==> config.mk <==
export PLATFORM = sky130hd
export DESIGN_NAME = oam_scan_loader_flat
export DESIGN_NICKNAME = d
export VERILOG_FILES = /design/src/rtl/sprite_pkg.sv /design/src/rtl/oam_scan_loader_if.sv /design/src/rtl/sprite_y_match.sv /design/src/rtl/oam_scan_loader.sv /design/src/flat_wrapper.sv
export SDC_FILE = /design/constraint.sdc
export NUM_CORES = 1
export LEC_CHECK = 0
export ABC_AREA = 1
export BUFFER_PORTS_ARGS = -buffer_cell sky130_fd_sc_hd__buf_4
export CAP_MARGIN = 20
export CELL_PAD_IN_SITES_DETAIL_PLACEMENT = 1
export CELL_PAD_IN_SITES_GLOBAL_PLACEMENT = 2
export CORE_MARGIN = 2
export CORE_UTILIZATION = 31
export DETAILED_ROUTE_END_ITERATION = 12
export GPL_TIMING_DRIVEN = 0
export PLACE_DENSITY_LB_ADDON = 0.2
export SETUP_SLACK_MARGIN = 0.1
export SLEW_MARGIN = 20
export SYNTH_ARGS = -nofsm -noshare
export SYNTH_HDL_FRONTEND = slang
export SYNTH_SLANG_ARGS = --single-unit
export TNS_END_PERCENT = 50
==> constraint.sdc <==
create_clock -name clk -period 3.4 [get_ports clk]
set_input_delay 0.68 -clock clk [delete_from_list [all_inputs] [get_ports clk]]
set_output_delay 0.68 -clock clk [all_outputs]
set_load 0.1 [all_outputs]
==> src/rtl/sprite_pkg.sv <==
// sprite_pkg: shared sizes and scan FSM state type for the OAM scan loader.
// Rev 1.0
`default_nettype none

package sprite_pkg;
  localparam int NUM_SLOTS   = 10;
  localparam int NUM_ENTRIES = 40;
  localparam int IDX_W       = 6;
  localparam int ROW_W       = 4;
  localparam int Y_OFFSET    = 16;
  localparam int SPR_H_SHORT = 8;
  localparam int SPR_H_TALL  = 16;

  typedef enum logic [1:0] {IDLE, SCAN, DRAIN, DONE} scan_state_t;
endpackage

`default_nettype wire

==> src/rtl/oam_scan_loader_if.sv <==
// oam_scan_loader_if: line control, OAM read port and sprite-store write port.
// Rev 1.0
`default_nettype none

interface oam_scan_loader_if;
  import sprite_pkg::*;

  logic                 line_start;
  logic [7:0]           ly;
  logic                 tall;
  logic                 oam_rd;
  logic [IDX_W-1:0]     oam_idx;
  logic [7:0]           oam_y;
  logic                 slot_clr;
  logic [NUM_SLOTS-1:0] store_en;
  logic [IDX_W-1:0]     store_idx;
  logic [ROW_W-1:0]     store_row;
  logic [3:0]           slot_count;
  logic                 scan_busy;
  logic                 scan_done;
  logic [5:0]           ovf_count;

  modport master (
    input  line_start, ly, tall, oam_y,
    output oam_rd, oam_idx, slot_clr, store_en, store_idx, store_row,
           slot_count, scan_busy, scan_done, ovf_count
  );

  modport slave (
    output line_start, ly, tall, oam_y,
    input  oam_rd, oam_idx, slot_clr, store_en, store_idx, store_row,
           slot_count, scan_busy, scan_done, ovf_count
  );
endinterface

`default_nettype wire

==> src/rtl/sprite_y_match.sv <==
// sprite_y_match: decides whether an OAM Y byte covers the current line, and which sprite row.
// Rev 1.0
`default_nettype none

module sprite_y_match
  import sprite_pkg::*;
(
  input  logic [7:0]       ly,
  input  logic [7:0]       oam_y,
  input  logic             tall,
  output logic             match,
  output logic [ROW_W-1:0] row
);
  logic [7:0] diff;
  logic [7:0] height;

  // OAM Y is stored offset by 16, so wrap-around in 8 bits is intended
  assign diff   = ly + 8'(Y_OFFSET) - oam_y;
  assign height = tall ? 8'(SPR_H_TALL) : 8'(SPR_H_SHORT);
  assign match  = (diff < height);
  assign row    = diff[ROW_W-1:0];
endmodule

`default_nettype wire

==> src/rtl/oam_scan_loader.sv <==
// oam_scan_loader: per-line scan of 40 OAM Y bytes, loading up to 10 matches into store slots.
// Option: define SCAN_OVERFLOW_EN to count dropped matches on ovf_count. Rev 1.0
`default_nettype none

module oam_scan_loader
  import sprite_pkg::*;
(
  input  logic              clk,
  input  logic              nreset,
  oam_scan_loader_if.master bus
);
  scan_state_t          state;
  logic [7:0]           ly_q;
  logic                 tall_q;
  logic                 rd_d;
  logic [IDX_W-1:0]     idx_d;
  logic                 oam_rd;
  logic [IDX_W-1:0]     oam_idx;
  logic                 slot_clr;
  logic [NUM_SLOTS-1:0] store_en;
  logic [IDX_W-1:0]     store_idx;
  logic [ROW_W-1:0]     store_row;
  logic [3:0]           slot_count;
  logic                 scan_busy;
  logic                 scan_done;
  logic                 match;
  logic [ROW_W-1:0]     row;
  logic                 slots_full;

  sprite_y_match u_match (
    .ly    (ly_q),
    .oam_y (bus.oam_y),
    .tall  (tall_q),
    .match (match),
    .row   (row)
  );

  assign slots_full = (slot_count == 4'(NUM_SLOTS));

  always_ff @(posedge clk or negedge nreset) begin
    if (!nreset) begin
      state      <= IDLE;
      ly_q       <= '0;
      tall_q     <= 1'b0;
      rd_d       <= 1'b0;
      idx_d      <= '0;
      oam_rd     <= 1'b0;
      oam_idx    <= '0;
      slot_clr   <= 1'b0;
      store_en   <= '0;
      store_idx  <= '0;
      store_row  <= '0;
      slot_count <= '0;
      scan_busy  <= 1'b0;
      scan_done  <= 1'b0;
    end else begin
      slot_clr  <= 1'b0;
      scan_done <= 1'b0;
      store_en  <= '0;
      store_idx <= '0;
      store_row <= '0;
      rd_d      <= oam_rd;
      idx_d     <= oam_idx;
      if (bus.line_start) begin
        // Restart from any state; the compare in flight this cycle is dropped
        state      <= SCAN;
        ly_q       <= bus.ly;
        tall_q     <= bus.tall;
        oam_rd     <= 1'b1;
        oam_idx    <= '0;
        slot_count <= '0;
        slot_clr   <= 1'b1;
        scan_busy  <= 1'b1;
        rd_d       <= 1'b0;
      end else begin
        if (rd_d && match && !slots_full) begin
          store_en   <= {{(NUM_SLOTS-1){1'b0}}, 1'b1} << slot_count;
          store_idx  <= idx_d;
          store_row  <= row;
          slot_count <= slot_count + 4'd1;
        end
        case (state)
          SCAN: begin
            if (oam_idx == IDX_W'(NUM_ENTRIES-1)) begin
              state   <= DRAIN;
              oam_rd  <= 1'b0;
              oam_idx <= '0;
            end else begin
              oam_idx <= oam_idx + 1'b1;
            end
          end
          DRAIN: begin
            state     <= DONE;
            scan_done <= 1'b1;
            scan_busy <= 1'b0;
          end
          default: ;
        endcase
      end
    end
  end

`ifdef SCAN_OVERFLOW_EN
  logic [5:0] ovf_q;

  always_ff @(posedge clk or negedge nreset) begin
    if (!nreset) begin
      ovf_q <= '0;
    end else if (bus.line_start) begin
      ovf_q <= '0;
    end else if (rd_d && match && slots_full && (ovf_q != 6'h3F)) begin
      ovf_q <= ovf_q + 6'd1;
    end
  end

  assign bus.ovf_count = ovf_q;
`else
  assign bus.ovf_count = '0;
`endif

  assign bus.oam_rd     = oam_rd;
  assign bus.oam_idx    = oam_idx;
  assign bus.slot_clr   = slot_clr;
  assign bus.store_en   = store_en;
  assign bus.store_idx  = store_idx;
  assign bus.store_row  = store_row;
  assign bus.slot_count = slot_count;
  assign bus.scan_busy  = scan_busy;
  assign bus.scan_done  = scan_done;
endmodule

`default_nettype wire

==> src/flat_wrapper.sv <==
// flat-port wrapper written by rule: the top's interface ports become plain ports
module oam_scan_loader_flat import sprite_pkg::*;
  (clk, nreset, bus_line_start, bus_ly, bus_tall, bus_oam_y, bus_oam_rd, bus_oam_idx, bus_slot_clr, bus_store_en, bus_store_idx, bus_store_row, bus_slot_count, bus_scan_busy, bus_scan_done, bus_ovf_count);
  oam_scan_loader_if bus_i ();
  input  logic clk;
  input  logic nreset;
  input wire logic [$bits(bus_i.line_start)-1:0] bus_line_start;
  input wire logic [$bits(bus_i.ly)-1:0] bus_ly;
  input wire logic [$bits(bus_i.tall)-1:0] bus_tall;
  input wire logic [$bits(bus_i.oam_y)-1:0] bus_oam_y;
  output wire logic [$bits(bus_i.oam_rd)-1:0] bus_oam_rd;
  output wire logic [$bits(bus_i.oam_idx)-1:0] bus_oam_idx;
  output wire logic [$bits(bus_i.slot_clr)-1:0] bus_slot_clr;
  output wire logic [$bits(bus_i.store_en)-1:0] bus_store_en;
  output wire logic [$bits(bus_i.store_idx)-1:0] bus_store_idx;
  output wire logic [$bits(bus_i.store_row)-1:0] bus_store_row;
  output wire logic [$bits(bus_i.slot_count)-1:0] bus_slot_count;
  output wire logic [$bits(bus_i.scan_busy)-1:0] bus_scan_busy;
  output wire logic [$bits(bus_i.scan_done)-1:0] bus_scan_done;
  output wire logic [$bits(bus_i.ovf_count)-1:0] bus_ovf_count;
  assign bus_i.line_start = bus_line_start;
  assign bus_i.ly = bus_ly;
  assign bus_i.tall = bus_tall;
  assign bus_i.oam_y = bus_oam_y;
  assign bus_oam_rd = bus_i.oam_rd;
  assign bus_oam_idx = bus_i.oam_idx;
  assign bus_slot_clr = bus_i.slot_clr;
  assign bus_store_en = bus_i.store_en;
  assign bus_store_idx = bus_i.store_idx;
  assign bus_store_row = bus_i.store_row;
  assign bus_slot_count = bus_i.slot_count;
  assign bus_scan_busy = bus_i.scan_busy;
  assign bus_scan_done = bus_i.scan_done;
  assign bus_ovf_count = bus_i.ovf_count;
  oam_scan_loader u_core (.clk(clk), .nreset(nreset), .bus(bus_i));
endmodule
# --- Yosys cells after proc, flatten, opt, wreduce, memory -nomap -nowiden ---
# Cells that the tools add are included.
word_totals:
  reg_bits: 52
  out_inout_bits: 40
  elab_cells: 59
classes:
  addsub: 4
  order_cmp: 1
  eq_ne: 5
  n_shift: 1
  n_mux: 24
  reduce_logical: 10
ops:
  columns: ["cell", "count"]
  rows:
  - ["2-to-1 mux 6 bit", 5]
  - ["2-to-1 mux 10 bit", 2]
  - ["2-to-1 mux 4 bit", 4]
  - ["<< shifter 1 x 4 -> 10 bit, first input constant", 1]
  - ["2-to-1 mux 1 bit", 9]
  - ["adder 8 x 5 -> 8 bit, second input constant", 1]
  - ["less-than comparator 8 x 5 -> 1 bit", 1]
  - ["nonzero test 2 bit", 4]
  - ["subtractor 8 bit", 1]
  - ["adder 6 x 1 -> 6 bit, second input constant", 1]
  - ["equality test 6 bit, second input constant", 1]
  - ["2-to-1 mux 5 bit", 1]
  - ["adder 4 x 1 -> 4 bit, second input constant", 1]
  - ["equality test 4 bit, second input constant", 1]
  - ["2-to-1 mux 2 bit", 2]
  - ["case mux 2 bit (2 select lines)", 1]
  - ["AND reduction 2 bit", 2]
  - ["!= test 3 x 2 -> 1 bit, second input constant", 1]
  - ["nonzero test 3 bit", 1]
  - ["equality test 2 x 1 -> 1 bit, second input constant", 1]
  - ["equality test 2 bit, second input constant", 1]
  - ["logical AND 1 bit", 2]
  - ["logical NOT 1 bit", 1]

# --- Logic depth before layout (Yosys ltp) ---
# Gate-level depths: netlist of the first run.
depth:
  word_depth: 7
  mapped_depth: 17

# --- Modules after synthesis ---
# A second synthesis of the first run with hierarchy kept.
hier_totals:
  hier_cells: 301
  hier_area_um2: 2591.2
modules_own_cells:
  columns: ["module", "instances", "cells_per_inst", "area_each_um2"]
  rows:
  - ["oam_scan_loader", 1, 220, 2125.8]
  - ["sprite_y_match", 1, 81, 465.4]

# --- Worst setup path after synthesis of the first run ---
# Ideal clock, no wire load.
synth_timing:
  path_kind: "input-to-reg"
  from: "input bus_oam_y[3]"
  to: "register u_core.store_idx[0] (netlist: u_core.bus.store_idx[0])"
  setup_ps: 70
  t_arrival_ps: 2688
  path_slack_ps: 643
  stages: 17
  path_buffers: 0
  cell_sequence: "inv_1 -> ha_1 -> ha_1 -> nand2_1 -> inv_2 -> a21oi_1 -> xor2_1 -> ha_1 -> nor2_1 -> nand2_2 -> clkinv_2 -> nand2_4 -> nor2_8 -> nand3_4 -> nor2_8 -> nand2_8 -> nor2_2"
synth_between:
  elab_chain_len: 6
synth_lines:
  columns: ["element", "line_no", "rtl"]
  rows:
  - ["start, declared", "flat_wrapper.sv:10", "input wire logic [$bits(bus_i.oam_y)-1:0] bus_oam_y;"]
  - ["subtractor 8 bit", "sprite_y_match.sv:18", "assign diff = ly + 8'(Y_OFFSET) - oam_y;"]
  - ["less-than comparator 8 x 5 -> 1 bit", "sprite_y_match.sv:20", "assign match = (diff < height);"]
  - ["logical AND 1 bit (2 in a row)", "oam_scan_loader.sv:76", "if (rd_d && match && !slots_full) begin"]
  - ["2-to-1 mux 6 bit", "oam_scan_loader.sv:76", null]
  - ["2-to-1 mux 6 bit", "oam_scan_loader.sv:64", "if (bus.line_start) begin"]
  - ["end signal, assigned", "oam_scan_loader.sv:78", "store_idx <= idx_d;"]
  - ["end, declared", "oam_scan_loader.sv:21", "logic [IDX_W-1:0] store_idx;"]
# Every way passes these cells.
# A chain may end at the register's enable or synchronous reset.

# --- Worst setup path after layout of the first run ---
layout_timing:
  from: "input bus_oam_y[3]"
  to: "register u_core.store_idx[4] (netlist: u_core.bus.store_idx[4])"
# The elaborated chain is that of the path after synthesis.

==> results list, run 1 <==
- Internal power comes to around 0.9 mW.
- After detailed routing, the average wire length per cell comes to 12.2 um.
- Switching part of the total: 36.1%
* Peak ir drop on the vdd network: ~0.19 mV
- Final hold violation count: 0
* Post-CTS Repair Setup Buffers: 0
* Fin crit share: 80.5%
- Die boundary height: between 90 and 100 um
* Clock tree from TritonCTS: built
- Count of maximum capacitance violations: 0
- Final global-route overflow total: 0
* Max frequency: 366 MHz
- # hold bufs at CTS: 0
* Seq pwr share: between 40% and 50%
- Core occupancy in the finished layout: 39.9%
- Post-cts sizing count: 0
- Synthesis handed over a netlist of ~280 instances.
- Power spread over the standard cell area amounts to 428 nW/um2.
- Required time of the critical path: 3650 ps
* Footprint of the multi-input gates: 1110 um2
- Family with the most delay on the worst path: simple AND/OR/NAND/NOR gates
- Buffer cell driving the clock tree root: clkbuf_8
* Clock network fraction of total power: 26.0%
* Pin count of the biggest net entering global routing: between 50 and 60
- The largest individual stage delay along the critical path comes from the cell ha_1.
- On the final layout, the worst hold slack is a little under 400 ps.
* Total of warnings raised by yosys: 0
* Average instance area after synthesis: 9.44 um2
- Summing internal, switching and leakage power gives 1.41 mW.
- In the post-synthesis netlist, the biggest area contributors are dfrtp_1 49%, ha_1 9.9%, nand2_1 7.4%, inv_1 6.5%, nor2_2 3.3%.
- Relative max-transition margin: 55.9%
- For this block, the initial DRC count from the detailed router was 25.
- Setup repair after global routing left no endpoint under its margin.
- The core region is 8260 um2.
- The finished cells cover 3290 um2.
- Number of inserted filler cells in the final layout: ~1000
- The sequential cells in the finished layout cover a total of 1300 um2.
* Post-DRT Antenna Nets: 0
- Post-synth top area share: about half
- Starting density of the core: 32.1%
- The count of buffers added on input and output ports is 53.
- Leading cell types by count after synthesis: 52 x dfrtp_1, 52 x nand2_1, 46 x inv_1
* Clock transition at the registers of the reported paths: approximately 110 ps
- Setup TNS Final: 0 ps
- In the routed layout, each cell is associated on average with a via count of 4.36.
- The worst setup path is launched from a primary input.
- Final critical-path required period: 2740 ps
* Via count: 1972
* Number of global-route vias before repair: just under 2k
- Of all nets on the critical path, the largest fanout is 10.
* Total buffers and inverters traversed by the critical path: 2
- Number of diodes added for antenna fixing: 0
- Most instantiated flip-flop cell in the synthesis netlist: dfrtp_1
* Number of storage elements in the synthesis netlist: 52
- Endpoint type of the worst setup path: register
* Drt pass-1 iters: 2
* Cell Rows: 33
- After the last flow step, the layout net total stands at 388.
- Between clock sinks in the finished design, the worst skew comes to 9.43 ps.
- In this run the count of I/O pins placed on the die edge is 60.
- H-tree Lvls: 2
- dfrtp_1 takes more of the synthesized area than any other cell.
- Of the total power, combinational logic draws 27.4%.
- Number of unique standard cell types used by synthesis: 34
- Clock tree synthesis inserted a total of 5 buffers.
- Area of placed instances: 3200 um2
* Routed WL: 5500 um
- Traced cell by cell, the critical path runs through buf_4 -> inv_1 -> ha_1 -> ha_1 -> nand2_1 -> nand2_1 -> a21oi_1 -> xor2_1 -> ha_1 -> nand2_2 -> nand2_4 -> nor2_8 -> nand3_4 -> nor2_8 -> nand2_8 -> nor2_2.
* Full die area: 9320 um2
- After legalization and detailed placement, the total HPWL measured 4200 um.
- Global-route wire length before repair: 9260 um
- Sequential area share after synthesis: 49.0%
- The total count of max-transition violations in the final report came to 0.
- In the routed design, unresolved DRC markers number 0.
- Area overhead of the layout relative to synthesis: 24.0%
- In this run, synthesis inferred 0 flip-flops with an integrated enable.
- The worst hold path belongs to the class in2async.
* Final GP Congestion: 0.723
- Arrival @ worst endpoint: just under 3000 ps
- Most used cell along the critical path: ha_1
* Number of buffers between clock root and the deepest sink: 2
- Biggest cell delay along the critical path: 380 ps
* Count of final setup violators: 0
* Initial antenna violation count: 0
- Standby leakage power: 1.77 nW
- After synthesis, the share of flip-flops with an asynchronous set or reset is 100%.
- Netlist area before placement: 2650 um2
* Status: finished, final reports clean
* Slew at the pin closest to its max-slew limit: 656 ps
- The critical path in this run is classified as in2reg.
- Of the cells placed in the final design, the portion with a size suffix greater than 1 is 30.3%.
* Clk_lat worst skew: 310 ps
- Across every metal layer, demand over resource in global routing totals between 10% and 20%.
- NetSw: 0.508 mW
- Die W: 96.5 um
- For this design, the sink count on the clock tree is 52.
[routing by layer]
layer	global-route usage [%]	up-vias	wire length, um
li1	-	979	-
met4	4.23	0	74
met1	16.5	949	2480
met2	22.0	37	2680
met3	3.10	7	269
met5	0	-	0
[power by group through the flow]
stage	clock network [mW]	logic, mW	registers, mW
after CTS	0.392	0.394	0.658
final	0.366	0.385	0.657
after global placement	0	0.389	0.669
after detailed placement	0	0.392	0.671
after global routing	0.407	0.431	0.662
after floorplan	0	0.236	0.735
[worst register-to-register path: stages (launching register included)]
cell	delay, ps
dfrtp_1	400
ha_1	280
ha_1	380
nand2_1	90
nand2_1	70
a21oi_1	160
xor2_1	170
ha_1	250
nand2_2	90
nand2_4	60
nor2_8	100
nand3_4	90
nor2_8	200
nand2_8	130
nor2_2	120
[kinds of logic after synthesis]
kind of cell	share of synthesized area, %
XOR/XNOR	1.65
AND/OR/NAND/NOR	24.8
adder cells (fa/ha/maj)	10.7
buffers and inverters	9.67
other	0.141
flip-flops	49.0
AO/OA/AOI/OAI	4.05
[sequential cells by signal, indices dropped and copies added (netlist names)]
name,cells
u_core.bus.oam_idx,6
u_core.bus.oam_rd,1
u_core.bus.scan_busy,1
u_core.bus.scan_done,1
u_core.bus.slot_clr,1
u_core.bus.slot_count,4
u_core.bus.store_en,10
u_core.bus.store_idx,6
u_core.bus.store_row,4
u_core.idx_d,6
u_core.ly_q,8
u_core.rd_d,1
u_core.state,2
u_core.tall_q,1
[worst paths after layout]
kind	from	to	slack, ps	depth (start not counted)
setup / recovery	bus_oam_y[3]	u_core.bus.store_idx[4]	660	16
hold / removal	nreset	u_core.state[0]	400	1
max in group asynchronous	nreset	u_core.bus.slot_count[1]	2560	1
hold reg to reg	u_core.bus.oam_idx[5]	u_core.idx_d[5]	420	0
min in group clk	u_core.bus.oam_idx[5]	u_core.idx_d[5]	420	0
setup reg to reg	u_core.ly_q[3]	u_core.bus.store_idx[4]	760	14
[metrics by stage]
| stage | std cells | worst slack (ps) |
|---|---|---|
| after floorplan | 286 | 643 |
| after global placement | 444 | 275 |
| after detailed placement | 444 | 287 |
| after CTS | 452 | 621 |
| after global routing | 452 | 367 |
| final | 452 | 664 |
[final cells by class]
class	instances	share of cell area [%]
Tap cell	105	3.99
Clock inverter	3	0.646
Timing Repair Buffer	53	12.1
Inverter	53	6.08
Multi-Input combinational cell	172	33.9
Sequential cell	52	39.5
Buffer	9	1.71
Clock buffer	5	2.09
[layout by cell type (no fill, tap or decap), drive strengths merged, types with 2 or more instances in the layout]
cell type / count
a21oi: 5
ha: 21
nand4: 2
inv: 52
buf: 59
nand2: 59
conb: 6
xor2: 5
nor2: 32
nor3: 4
or2: 2
nand3b: 3
dfrtp: 52
o22ai: 3
nand3: 18
clkinv: 3
clkbuf: 8
o21ai: 6
(Power assumes the default switching activity.)
==> inputs of run 2 (changes only) <==
--- a/config.mk
+++ b/config.mk
@@ -5,7 +5,7 @@
 export SDC_FILE = /design/constraint.sdc
 export NUM_CORES = 1
 export LEC_CHECK = 0
-export ABC_AREA = 1
+export ABC_AREA = 0
 export BUFFER_PORTS_ARGS = -buffer_cell sky130_fd_sc_hd__buf_4
 export CAP_MARGIN = 20
 export CELL_PAD_IN_SITES_DETAIL_PLACEMENT = 1
==> constraint.sdc (replaced) <==
create_clock -name clk -period 2.8 [get_ports clk]
set_input_delay 0.56 -clock clk [delete_from_list [all_inputs] [get_ports clk]]
set_output_delay 0.56 -clock clk [all_outputs]
set_load 0.1 [all_outputs]
==> run 2 against run 1 <==
Critical path type is now reg2reg. Core utilization grew 2.8 points. Combinational power rose by 29%. Non-clock buffer count up 11. The run now ends with setup timing left.
==> results list, run 2 <==
- Status: finished with violations
- The checks that failed: setup timing.
- Once layout is complete, the cells apart from fillers number 401.
* Post-synth top area share: 49.8%
- Data on the critical path is required at its endpoint by 3030 ps.
- Area of placed instances: 3260 um2
- Io pins: 60
- Cell type with the largest total area after synthesis: dfrtp_1
- The total count of max-transition violations in the final report was 0.
- Measured on the finished design, the core utilization comes to 42.7%.
* Count of maximum capacitance violations: 0
- During synthesis, Yosys emitted a total of 0 warnings.
- For this run the aggregate overflow at the end of global routing stands at 0.
- Final standard cell area without fillers: 3510 um2
- The first global-routing pass estimated 10200 um of wire.
- The slowest stage of the critical path is the a2111o_1 cell.
- Setup repair after global routing could not meet its margin everywhere.
* Worst Path Class, Setup: reg2reg
* Post-DRT Antenna Nets: 0
- The pre-antenna-repair detailed-routing pass consisted of 4 iterations.
- For this run, the register share of the synthesized area comes to approximately half.
- Minimum setup slack in the final design: -85.4 ps
- Commonest non-fill, non-tap cells in the layout: 63 x buf_4, 52 x dfrtp_1, 21 x nor2_1, 15 x inv_1
- The worst pin sits at a relative slew slack of 51.8%.
- Final net count: 337
* Total buffers and inverters traversed by the critical path: 1
- Iter 0 DRT Violations: 26
* Most used cell along the critical path: ha_4
- Clock tree from TritonCTS: built
- Post-placement setup slack: -487 ps
* Met2 track utilization from global routing: approximately a quarter
- STA classifies the critical path startpoint as a register.
- IR analysis of the VDD net gives a maximum drop of 0.286 mV.
- Number of inserted filler cells in the final layout: 918
- The analysis attributes to cell leakage a power of 1.60 nW.
- DRC viols: 0
- Via count: 1868
- The post-route netlist has approximately 40% of its cells at a drive strength greater than 1.
* Maximum fanout along the worst path: 10
* Clock Sinks: 52
* Pin count of the biggest net entering global routing: between 50 and 60
- After synthesis the netlist holds a flip-flop and latch count of 52.
- Counting tap cells, the placed design contains a total of between 300 and 400 instances.
- Netlist area before placement: 2620 um2
- The number of antenna diodes in the final layout is 0.
- On the worst path, the slowest cell contributes a delay of 470 ps.
- The global routing stage identified its most utilized layer as met2.
* Max frequency: 347 MHz
* Count of final setup violators: 20
- Path type of the worst min-delay path: in2async
* Area overhead of the layout relative to synthesis: 34.1%
- Arrival @ worst endpoint: 3110 ps
* Detailed-route wire length per cell: approximately 15 um
* Global routing met3 resource utilization: 3.45%
- After technology mapping, the gate count stands at 226.
- The number of clock buffers added by TritonCTS is 5.
* Biggest register: u_core.bus.store_en
- The routed design has between 6000 and 7000 um of wire.
* Number of global-route vias before repair: approximately 2.0k
* Die boundary height: 95.8 um
- In the global route stage, overall resource usage came out at 14.8%.
- The synthesized netlist contains 39 unique library cells.
* Clock transition at the registers of the reported paths: between 100 and 150 ps
- The commonest cells after synthesis are 52 x dfrtp_1, 21 x ha_1, 21 x nor2_1.
* Fin crit share: 103%
- The worst setup path is captured at a register.
- The die is 95.8 um wide.
* Total power of the final layout: 1.84 mW
- For the pin with the worst max-slew slack, the measured transition is ~720 ps.
- Fraction of registers with async set/reset: 100%
* HPWL after detailed placement: around 4300 um
- Initial antenna violation count: 0
- Cell Rows: 33
- The average instance in the mapped netlist occupies approximately 12 um2.
- Largest cells by area after synthesis: dfrtp_1 50%, ha_1 10%, mux2_2 4.3%, nor2_1 3.0%, nor3b_1 2.9%
- Buffer cell driving the clock tree root: clkbuf_8
- Sequential cell area: 1300 um2
- Placeable core region: 8220 um2
* Number of enable flip-flop cells after synthesis: 0
* Number of flip-flops in the largest register: 10
* Footprint of the multi-input gates: 1360 um2
- The largest registers in the layout are u_core.bus.store_en (10), u_core.ly_q (8).
- On the final layout, the worst clock skew is roughly 9.1 ps.
- For this run, global-route usage on met1 was measured as ~19%.
* Number of buffers between clock root and the deepest sink: 2
* PortBufs: 53
* Clk_lat worst skew: 310 ps
- After detailed routing, the number of vias per cell comes to 4.66.
* Most instantiated flip-flop cell in the synthesis netlist: dfrtp_1
- Most frequent standard cell in the layout excluding fill and tap cells: buf_4
- Family with the most delay on the worst path: compound AO/OA/AOI/OAI gates
- The number of hold-slack violations in the final timing report is 0.
* H-tree Lvls: 2
- At the end of routability-driven placement, the weighted congestion stood at 0.723.
- The floorplan step defined a die boundary enclosing 9190 um2.
- CP cell instances: ha_4 -> ha_4 -> fa_2 -> a21o_1 -> a2111oi_4 -> a31oi_4 -> a2111o_1 -> buf_6 -> nor4b_2
* Final critical-path required period: 2890 ps
* Starting density of the core: around a third
* P per Cell Area: 524 nW/um2
- By instance count, the leading cell after synthesis is dfrtp_1.
==> run 2: cell types whose count changed in the layout (fill, tap and decap cells not counted), sizes merged, moves of 5 or more <==
cell | before | now
buf | 59 | 68
inv | 52 | 18
mux2 | 0 | 10
nand2 | 59 | 14
nand3 | 18 | 0
nor2 | 32 | 21
nor2b | 0 | 5
nor3b | 0 | 10
nor4 | 1 | 7
==> run 2: cells by family after synthesis <==
logic type | after synthesis | share of synthesized area (%)
simple gates | 73 | 17.9
flops | 52 | 49.8
buf+inv | 33 | 6.03
compound gates | 28 | 8.61
fa+ha+maj | 22 | 10.8
mux | 12 | 5.07
xor+xnor | 5 | 1.67
other cells | 1 | 0.143
==> run 2: path summary, 6_finish.rpt <==
kind / endpoint / from / depth (start not counted) / slack [ps]
worst max register to register: u_core.bus.store_en[8] / u_core.ly_q[1] / 9 / -90
worst max-delay path: u_core.bus.store_en[8] / u_core.ly_q[1] / 9 / -90
min in group clk: u_core.bus.slot_clr / bus_line_start / 1 / 360
worst min register to register: u_core.idx_d[5] / u_core.bus.oam_idx[5] / 0 / 470
max in group asynchronous: u_core.bus.oam_idx[5] / nreset / 1 / 2050
worst min-delay path: u_core.ly_q[5] / nreset / 1 / 270
==> run 2: what timing repair did <==
item | CTS | global route
setup buffers | 4 | 0
gates resized for setup | 15 | 4
setup endpoints to repair | 24 | 24
hold buffers | 0 | 0
pin swaps | 5 | 2
==> run 2: metal layers <==
layer  vias up  wire length (um)
met5         -                 0
li1        893                 -
met1       926              2740
met3         5               278
met4         0                63
met2        44              3000
==> run 2: report_power, final <==
| part | switching (mW) | total, mW | internal, mW |
|---|---|---|---|
| clock | 0.274 | 0.546 | 0.271 |
| combinational | 0.305 | 0.498 | 0.194 |
| sequential | 0.0186 | 0.794 | 0.775 |
| total | 0.598 | 1.84 | 1.24 |
==> run 2: worst register-to-register path: stages (launching register included) <==
cell and delay, ps:
dfrtp_1 420, ha_4 250, ha_4 170, fa_2 420
a21o_1 230, a2111oi_4 350, a31oi_4 80, a2111o_1 470
buf_6 180, nor4b_2 220
==> run 2: cell type report <==
| cell class | instances | area share [%] |
|---|---|---|
| Clock buffer | 5 | 1.96 |
| Multi-Input combinational cell | 146 | 38.9 |
| Timing Repair Buffer | 57 | 12.2 |
| Sequential cell | 52 | 37.1 |
| Inverter | 17 | 2.03 |
| Clock inverter | 3 | 1.32 |
| Tap cell | 105 | 3.75 |
| Buffer | 16 | 2.78 |
==> run 2: stage by stage <==
stage | hold WS, ps | TNS (ps)
after floorplan | 264 | -392
after global placement | 462 | -8980
after detailed placement | 463 | -10060
after CTS | 312 | -1140
after global routing | 330 | -3940
final | 269 | -785
==> inputs of run 3 (changes only) <==
--- a/config.mk
+++ b/config.mk
@@ -5,7 +5,7 @@
 export SDC_FILE = /design/constraint.sdc
 export NUM_CORES = 1
 export LEC_CHECK = 0
-export ABC_AREA = 0
+export ABC_AREA = 1
 export BUFFER_PORTS_ARGS = -buffer_cell sky130_fd_sc_hd__buf_4
 export CAP_MARGIN = 20
 export CELL_PAD_IN_SITES_DETAIL_PLACEMENT = 1
@@ -16,6 +16,7 @@
 export GPL_TIMING_DRIVEN = 0
 export PLACE_DENSITY_LB_ADDON = 0.2
 export SETUP_SLACK_MARGIN = 0.1
+export SKIP_CTS_REPAIR_TIMING = 1
 export SLEW_MARGIN = 20
 export SYNTH_ARGS = -nofsm -noshare
 export SYNTH_HDL_FRONTEND = slang
==> run 3 against run 2 <==
The flow now finishes without violations. Global-route usage is 1.7 points lower. Clock power is 18% lower. Clock-buffer cell count stayed put. Hold slack better by 7.4 ps. First-iteration DRC count is 35% higher. Register-to-register slack better by 350 ps. Total power is 5.1% lower. Cell count is 14% higher. Die area is 1.4% higher. Largest cell class is now sequential cells. Largest power group unchanged.
==> results list, run 3 (synthesis gave the netlist of run 1 again) <==
- Slowest cell on crit path: dfrtp_1
- The total count of max-transition violations in the final report was 0.
- Number of inserted filler cells in the final layout: 990
- For this run, design rule violations remaining after detail routing come to 0.
* Number of clock buffers inserted by TritonCTS: 5
- Path type of the worst min-delay path: in2async
* Fin crit share: 90.4%
- The worst pin sits at a relative slew slack of 55.4%.
- Die boundary height: slightly below 100 um
- Placeable core region: 8260 um2
- TritonCTS built the clock tree.
- Vias per inst: roughly 4.4
- The top cell types in the final layout, fill and taps aside, are 61 x buf_4, 52 x nand2_1, 52 x dfrtp_1, 46 x inv_1, 18 x ha_1.
* Setup Skew: a little over 9 ps
- Final net count: ~390
* Detailed-route wire length per cell: 12.5 um
- Max-cap violations in this run came to 0.
* Number of global-route vias before repair: ~2k
- The worst register-to-register path begins at u_core.ly_q[2].
- Across all setup checks in the final design, the least slack found is 269 ps.
* Iter 0 DRT Violations: 35
- Number of flip-flops in the largest register: 10
* Setup repair after global routing missed its margin: false
* Min Hold Slack: around 280 ps
- Entering global routing, the biggest net connects 53 pins.
* Max frequency: 395 MHz
- In this run the critical register-to-register path is captured at u_core.bus.slot_count[3].
- Startpoint of the most critical setup path: u_core.ly_q[2]
* Cells on worst reg2reg path: 15
- Biggest register: u_core.bus.store_en
- After global routing the overflow that remains totals 0.
* Reg2reg setup slack: 270 ps
* H-tree Lvls: 2
- Peak ir drop on the vdd network: 0.232 mV
- For this design the ratio of total power to cell area is 517 nW/um2.
* Kind of start point of the critical path: register
* Maximum fanout along the worst path: 5
* PortBufs: 53
* Worst Path Class, Setup: reg2reg
* Cell Rows: 33
- Final hold violation count: 0
* Clock Sinks: 52
- Standby leakage power: 1.79 nW
- Arrival @ worst endpoint: 2770 ps
- Registers with the most flip-flops: u_core.bus.store_en (10), u_core.ly_q (8)
- The flow ran to the end, and the final reports show no timing, DRC or antenna violations.
- The later pin in the worst-skew pair is clocked with a latency of 310 ps.
- The final layout contains routed wiring with a total length of 5690 um.
- Die W: 96.5 um
* Final critical-path required period: 2530 ps
* Initial antenna violation count: 0
* Share of post-route cells with drive strength above 1: between 30% and 40%
- For this run, the share of the core covered by cells in the final layout is 40.9%.
* HPWL after detailed placement: 4200 um
- In this run the deepest clock path goes through 2 buffers.
- Area overhead of the layout relative to synthesis: 27.2%
- Buffer cell driving the clock tree root: clkbuf_8
- Combined global-route utilization of all metal layers: roughly an eighth
- Post-DRT Antenna Nets: 0
* Via count: 2009
- The library cell used most frequently in the layout, excluding fill and tap cells, is buf_4.
- Final GP Congestion: between 0.7 and 0.8
* Required time of the critical path: between 3000 and 4000 ps
- The first TritonRoute pass finished after 4 iterations.
* Clock transition at the registers of the reported paths: 110 ps
* Count of final setup violators: 0
- Prior to clock tree synthesis, the placed netlist has a worst setup slack of -193 ps.
- Biggest cell delay along the critical path: 430 ps
- 60 I/O pins were placed.
- Endpoint type of the worst setup path: register
- The number of antenna diodes in the final layout is 0.
* Full die area: between 9000 and 10000 um2
- After detailed placement, the total cell area comes to approximately 3200 um2.
* Final standard cell area without fillers: 3380 um2
- Walking the worst path, the cells encountered are ha_4 -> ha_1 -> nand2_1 -> inv_2 -> a21oi_2 -> xor2_1 -> ha_1 -> nand2_2 -> nand2_4 -> nor2_8 -> nand3_4 -> nor2_8 -> buf_4 -> nor2_1 -> nor2_1.
- Global-route wire length before repair: 9260 um
- Starting density of the core: 32.1%
- For the pin with the worst max-slew slack, the measured transition is 663 ps.
- Setup TNS Final: 0 ps
-- run 3: layout make-up --
| class | count | area [um2] | area share [%] |
|---|---|---|---|
| flip-flops and latches | 52 | 1300 | 38.5 |
| multi-input cells | 174 | 1180 | 35.1 |
| repair buffers | 55 | 413 | 12.2 |
| inverters | 53 | 200 | 5.93 |
| well taps | 105 | 131 | 3.89 |
| clock buffers | 5 | 68.8 | 2.04 |
| plain buffers | 9 | 56.3 | 1.67 |
| clock inverters | 3 | 21.3 | 0.630 |
-- run 3: per-layer routing --
metal,vias up,share of wire (%),GRT usage [%]
li1,993,-,-
met1,973,45,16.5
met2,37,49,22.0
met3,6,4.8,3.10
met4,0,1.3,4.23
met5,-,0,0
-- run 3: how the worst max path moves through the flow --
stage | end | depth (start not counted) | slack [ps]
after floorplan | u_core.bus.store_idx[0] | 17 | 160
after CTS | u_core.bus.store_idx[4] | 14 | 90
final | u_core.bus.slot_count[3] | 15 | 270
after global routing | u_core.bus.slot_count[3] | 17 | 80
after global placement | u_core.bus.store_row[3] | 16 | -210
after detailed placement | u_core.bus.store_idx[4] | 18 | -190
-- run 3: worst max-delay path: cells and delay by family, from the launching register on --
family	cells	cell delay [ps]
adder cells (fa/ha/maj)	3	780
AND/OR/NAND/NOR	8	760
flip-flops	1	430
buffers and inverters	2	190
XOR/XNOR	1	160
AO/OA/AOI/OAI	1	130
-- run 3: where the power goes --
part	internal, mW	switching [mW]	total (mW)
clock	0.178	0.267	0.445
combinational	0.155	0.345	0.500
sequential	0.777	0.0220	0.800
total	1.11	0.634	1.74
-- run 3: stage by stage --
| step | power, mW | cells |
|---|---|---|
| after floorplan | 1.18 | 286 |
| after global placement | 1.29 | 444 |
| after detailed placement | 1.29 | 444 |
| after CTS | 1.75 | 452 |
| after global routing | 1.86 | 456 |
| final | 1.74 | 456 |
